<file path="config.mk">
export PLATFORM = sky130hd
export DESIGN_NAME = car_detector
export DESIGN_NICKNAME = d
export VERILOG_FILES = /design/src/rtl/car_detector.sv
export SDC_FILE = /design/constraint.sdc
export NUM_CORES = 1
export LEC_CHECK = 0
export ABC_AREA = 1
export BUFFER_PORTS_ARGS = -buffer_cell sky130_fd_sc_hd__buf_2
export CAP_MARGIN = 20
export CORE_AREA = 8 8 45 47
export DETAILED_ROUTE_END_ITERATION = 12
export DIE_AREA = 0 0 53 55
export HOLD_SLACK_MARGIN = 0.08
export SLEW_MARGIN = 25
export SYNTH_ARGS = -nofsm -noshare
export SYNTH_HDL_FRONTEND = slang
export SYNTH_SLANG_ARGS = --single-unit
</file>
<file path="constraint.sdc">
create_clock -name clk -period 1.3 [get_ports clk]
set_input_delay 0.13 -clock clk [delete_from_list [all_inputs] [get_ports clk]]
set_output_delay 0.13 -clock clk [all_outputs]
set_load 0.01 [all_outputs]
</file>
<file path="src/rtl/car_detector.sv">
// Two-sensor car entry/exit detector: an eight-state FSM emits enter/exit/fault pulses.
// Define CAR_DETECT_DEBOUNCE_EN to add a synchronizer and debounce filter on each sensor.
`ifdef CAR_DETECT_DEBOUNCE_EN
module car_detector_filter #(
  parameter int DEBOUNCE_CYCLES = 4
) (
  input  logic clk,
  input  logic reset,
  input  logic raw,
  output logic filt
);
  localparam int CW = $clog2(DEBOUNCE_CYCLES + 1);

  logic [1:0]    sync;
  logic [CW-1:0] cnt;

  // cnt counts consecutive synchronized samples that disagree with filt.
  always_ff @(posedge clk) begin
    if (reset) begin
      sync <= '0;
      cnt  <= '0;
      filt <= 1'b0;
    end else begin
      sync <= {sync[0], raw};
      if (sync[1] == filt) begin
        cnt <= '0;
      end else if (cnt == CW'(DEBOUNCE_CYCLES - 1)) begin
        filt <= sync[1];
        cnt  <= '0;
      end else begin
        cnt <= cnt + CW'(1);
      end
    end
  end
endmodule
`endif

module car_detector #(
  parameter int DEBOUNCE_CYCLES = 4
) (
  input  logic clk,
  input  logic reset,
  input  logic a,
  input  logic b,
  output logic enter,
  output logic exit,
  output logic busy,
  output logic fault
);
  typedef enum logic [2:0] {
    IDLE = 3'd0,
    E1   = 3'd1,
    E2   = 3'd2,
    E3   = 3'd3,
    X1   = 3'd4,
    X2   = 3'd5,
    X3   = 3'd6,
    WAIT = 3'd7
  } state_t;

  if (DEBOUNCE_CYCLES < 1) begin : g_bad_debounce
    $error("car_detector: DEBOUNCE_CYCLES must be at least 1");
  end

  logic [1:0] ab;

`ifdef CAR_DETECT_DEBOUNCE_EN
  logic [1:0] raw;
  assign raw = {a, b};

  for (genvar i = 0; i < 2; i++) begin : g_filt
    car_detector_filter #(.DEBOUNCE_CYCLES(DEBOUNCE_CYCLES)) u_filt (
      .clk   (clk),
      .reset (reset),
      .raw   (raw[i]),
      .filt  (ab[i])
    );
  end
`else
  assign ab = {a, b};
`endif

  state_t state, state_nxt;
  logic   enter_nxt, exit_nxt, fault_nxt;

  always_ff @(posedge clk) begin
    if (reset) begin
      state <= IDLE;
      enter <= 1'b0;
      exit  <= 1'b0;
      busy  <= 1'b0;
      fault <= 1'b0;
    end else begin
      state <= state_nxt;
      enter <= enter_nxt;
      exit  <= exit_nxt;
      busy  <= (state_nxt != IDLE);
      fault <= fault_nxt;
    end
  end

  // Pulses are decided from the transition taken on this edge, so they
  // appear registered in the following cycle.
  always_comb begin
    state_nxt = state;
    enter_nxt = 1'b0;
    exit_nxt  = 1'b0;
    fault_nxt = 1'b0;
    unique case (state)
      IDLE: case (ab)
        2'b10:   state_nxt = E1;
        2'b01:   state_nxt = X1;
        2'b11:   state_nxt = WAIT;
        default: state_nxt = IDLE;
      endcase
      E1: case (ab)
        2'b10:   state_nxt = E1;
        2'b11:   state_nxt = E2;
        2'b00:   state_nxt = IDLE;
        default: state_nxt = WAIT;
      endcase
      E2: case (ab)
        2'b11:   state_nxt = E2;
        2'b10:   state_nxt = E1;
        2'b01:   state_nxt = E3;
        default: state_nxt = WAIT;
      endcase
      E3: case (ab)
        2'b01:   state_nxt = E3;
        2'b11:   state_nxt = E2;
        2'b00: begin
          state_nxt = IDLE;
          enter_nxt = 1'b1;
        end
        default: state_nxt = WAIT;
      endcase
      X1: case (ab)
        2'b01:   state_nxt = X1;
        2'b11:   state_nxt = X2;
        2'b00:   state_nxt = IDLE;
        default: state_nxt = WAIT;
      endcase
      X2: case (ab)
        2'b11:   state_nxt = X2;
        2'b01:   state_nxt = X1;
        2'b10:   state_nxt = X3;
        default: state_nxt = WAIT;
      endcase
      X3: case (ab)
        2'b10:   state_nxt = X3;
        2'b11:   state_nxt = X2;
        2'b00: begin
          state_nxt = IDLE;
          exit_nxt  = 1'b1;
        end
        default: state_nxt = WAIT;
      endcase
      WAIT: state_nxt = (ab == 2'b00) ? IDLE : WAIT;
      default: state_nxt = IDLE;
    endcase
    if (state_nxt == WAIT && state != WAIT) fault_nxt = 1'b1;
  end
endmodule

</file>
==> results.md <==
- The arrival time reported for the critical path endpoint is ~1300 ps.
- Timing analysis after detailed placement gives a worst setup slack of -43.1 ps.
- The detailed-route wire length is 1.18 mm.
- The flow ran to the end, and the final reports show no timing, DRC or antenna violations.
- The standby leakage power is 0.369 nW.
- In the routed layout, each cell is associated on average with a via count of 4.91.
- The clock latency on the worst-skew pair is 250 ps.
- The count of inserted antenna diode cells is 0.
- The floorplan step set the die height to 55 um.
- The kind of cell with the highest combined delay along the critical path is simple AND/OR/NAND/NOR gates.
- Clock-pin slew was measured on the worst setup and hold paths at 50 ps.
- The total clock buffers created by CTS is 3.
- The mapped netlist covers 576 sq um.
- STA classifies the critical path endpoint as a flop.
- Input and output buffers added on the ports amount to 7.
- In this run the standard cell core region covers 0.00138 sq mm.
- The number of enable flip-flop cells after synthesis is 0.
- The number of synthesized register bits is 7.
- The final standard cell utilization of the core is 0.496.
- The design area is between 600 and 700 sq um.
- The share of synthesized area in the top cell type comes to 0.243.
- The cell count after synthesis came out at 84.
- The final count of pins violating max slew is 0.
- Yosys mapped the design onto 17 distinct sky130hd cell types.
- Counting I/O delays and the setup requirement, the final critical path takes 1140 ps.
- In this design, the stage delay of the slowest critical-path cell is 360 ps.
- The transition time at the pin with the least slew margin is between 200 and 250 ps.
- The critical-path maximum fanout is 7.
- The global-route wire length before repair is ~2.1 mm.
- Counting stages on the worst path, the most repeated cell is nand2_1.
- The depth of the CTS H-tree is 1.
- The number of synthesis warnings is 0.
- The number of buffers on the longest clock path is 2.
- For this design the ratio of total power to cell area is roughly 1700 mW/mm^2.
- The tightest min-delay check is of the in -> reg type.
- The total number of vias is 560.
- The detailed placement HPWL is 993 um.
- During I/O placement, the number of pins put on the boundary was 8.
- For this configuration, the core starts out at a cell density of 0.416.
- The CTS tree is yes.
- The layout overhead on the synthesized area is 19.3%.
- STA puts the critical path data required time at 1440 ps.
- The async set-or-reset flop fraction in the synthesized netlist is 0.
- In the global route stage, overall resource usage came out at 0.0929.
- The initial antenna violation count is 0.
- The number of sinks driven by the clock tree is 7.
- Setup repair after global routing left no endpoint under its margin.
- The share of post-route cells with drive strength above 1 is 0.327.
- The global placement routability congestion is 0.881.
- Setup violations remaining at the end of the flow were counted as 0.
- In the final timing run, aggregate negative setup slack is 0 ps.
- The sequential-to-total area share from yosys stat is 0.243.
- Max-cap violations in this run came to 0.
- Summing all placed instances gives a cell area of between 600 and 700 sq um.
- The die boundary width is 53 um.
- The number of nets in the layout is 110.
- The first-pass iteration count of the detailed router is 4.
- The path type of the worst setup path is reg -> reg.
- The count of nets left with antenna violations after detail routing is 0.
- The most instantiated flip-flop cell in the synthesis netlist is dfxtp_1.
- Together, buffers and inverters on the worst path number 1.
- A synthesized cell averages 6.85 sq um.
- The total count of hold-check failures in the final report came to 0.
- The normalized max-slew margin is 0.866.
- On the critical path, the stage with the largest delay is an instance of dfxtp_2.
- The maximum number of pins on one net before global-route repair is 8.
- After synthesis, the cell types taking the most area are dfxtp_1 24%, ha_1 15%, nand2_1 9.1%, inv_1 8.5%, nand3_1 7.8%.
- In the final routed layout, each cell accounts on average for a little over 10 um.
- The worst setup path is launched from a flop.
- The number of nets handed over by synthesis was 95.
- In the finished design, the share of the clock period the worst path needs comes to 0.879.
- The dominant cell type by area after synthesis is dfxtp_1.
- The maximum clock skew at final layout is ~1.3 ps.
- The dominant cell by count in the synthesized netlist is nand2_1.
- The area of the die is 0.00292 sq mm.
- Traced cell by cell, the critical path runs through inv_2, nand2_2, nor2_2, nand2_1, nand2_1, nor2_1, nand2_1, nand2_2, nand3_1.
- The worst path setup slack after routing is 157 ps.
- The first routing iteration left 11 violations.
- Summing internal, switching and leakage power gives 1.19 mW.
- The worst-case IR drop observed on VDD is 0.992 mV.
- The remaining global-route overflow is 0.
- The number of placement rows is 14.
- After synthesis, the most frequently instantiated cells are 14 x nand2_1, 13 x inv_1, 11 x nor2_1, 9 x nand3_1.
- In the routed design, unresolved DRC markers number 0.
- The number of global-route vias before repair is 514.
- For this run, the top clock speed supported by timing is 0.875 GHz.
- The library cell used as clock root buffer is clkbuf_4.
- After clock tree synthesis, the setup repair step added 0 buffers.
state kept, by name, indices dropped and copies added (netlist names):
signal  flops
fault       1
exit        1
busy        1
enter       1
state       3
tightest hold or removal path, stage by stage:
cell and delay [ps]:
buf_2 120, ha_1 160, o21ai_0 90, inv_1 60, nand2_2 70, inv_1 50
metal layers:
layer / vias to the layer above / track usage / routed length, um
li1: 288 / - / -
met1: 246 / 0.102 / 493
met4: 0 / 0.0259 / 14
met2: 24 / 0.158 / 572
met5: - / 0 / 0
met3: 2 / 0.0428 / 99
power by group:
| group | total (mW) | internal (mW) | switching [mW] | leakage [nW] |
|---|---|---|---|---|
| combinational | 0.609 | 0.234 | 0.375 | 0.295 |
| sequential | 0.383 | 0.292 | 0.0908 | 0.0588 |
| clock | 0.196 | 0.117 | 0.0788 | 0.0150 |
| total | 1.19 | 0.643 | 0.545 | 0.369 |
layout make-up:
cell class              instances  area (sq um)
flip-flops and latches          7           146
clock buffers                   4          26.3
fillers                       154           697
inverters                      15          56.3
well taps                      16          20.0
repair buffers                 11          67.6
multi-input cells              61           370
per-stage QoR:
| step | instances | hold slack [ps] |
|---|---|---|
| after floorplan | 84 | 207 |
| after global placement | 109 | 311 |
| after detailed placement | 109 | 314 |
| after CTS | 114 | 468 |
| after global routing | 114 | 536 |
| final | 114 | 462 |
kinds of logic (layout without fill, tap and decap cells):
family | after synthesis | count (layout) | share of synthesized area
fa+ha+maj | 7 | 7 | 0.152
simple gates | 50 | 50 | 0.441
compound gates | 4 | 4 | 0.0413
flops | 7 | 7 | 0.243
buf+inv | 16 | 30 | 0.122
path summary, 6_finish.rpt:
kind / slack, ps / depth (start not counted) / end / from
setup reg to reg: 160 / 9 / busy / state[2]
hold / removal: 460 / 6 / state[1] / b
setup / recovery: 160 / 9 / busy / state[2]
hold reg to reg: 500 / 2 / exit / state[2]
cells in the final DEF, fill, tap and decap left out, drive strengths merged:
cell	count
buf	10
clkbuf	4
dfxtp	7
dlygate4sd3	1
ha	7
inv	15
nand2	18
nand3	12
nand4	2
nor2	17
nor3	1
o21ai	4
timing repair:
action | in CTS | in global routing
hold buffers | 1 | 0
endpoints found under the hold margin | 1 | 0
gates resized for setup | 0 | 5
setup endpoints to repair | 0 | 5
(Power assumes the default switching activity.)
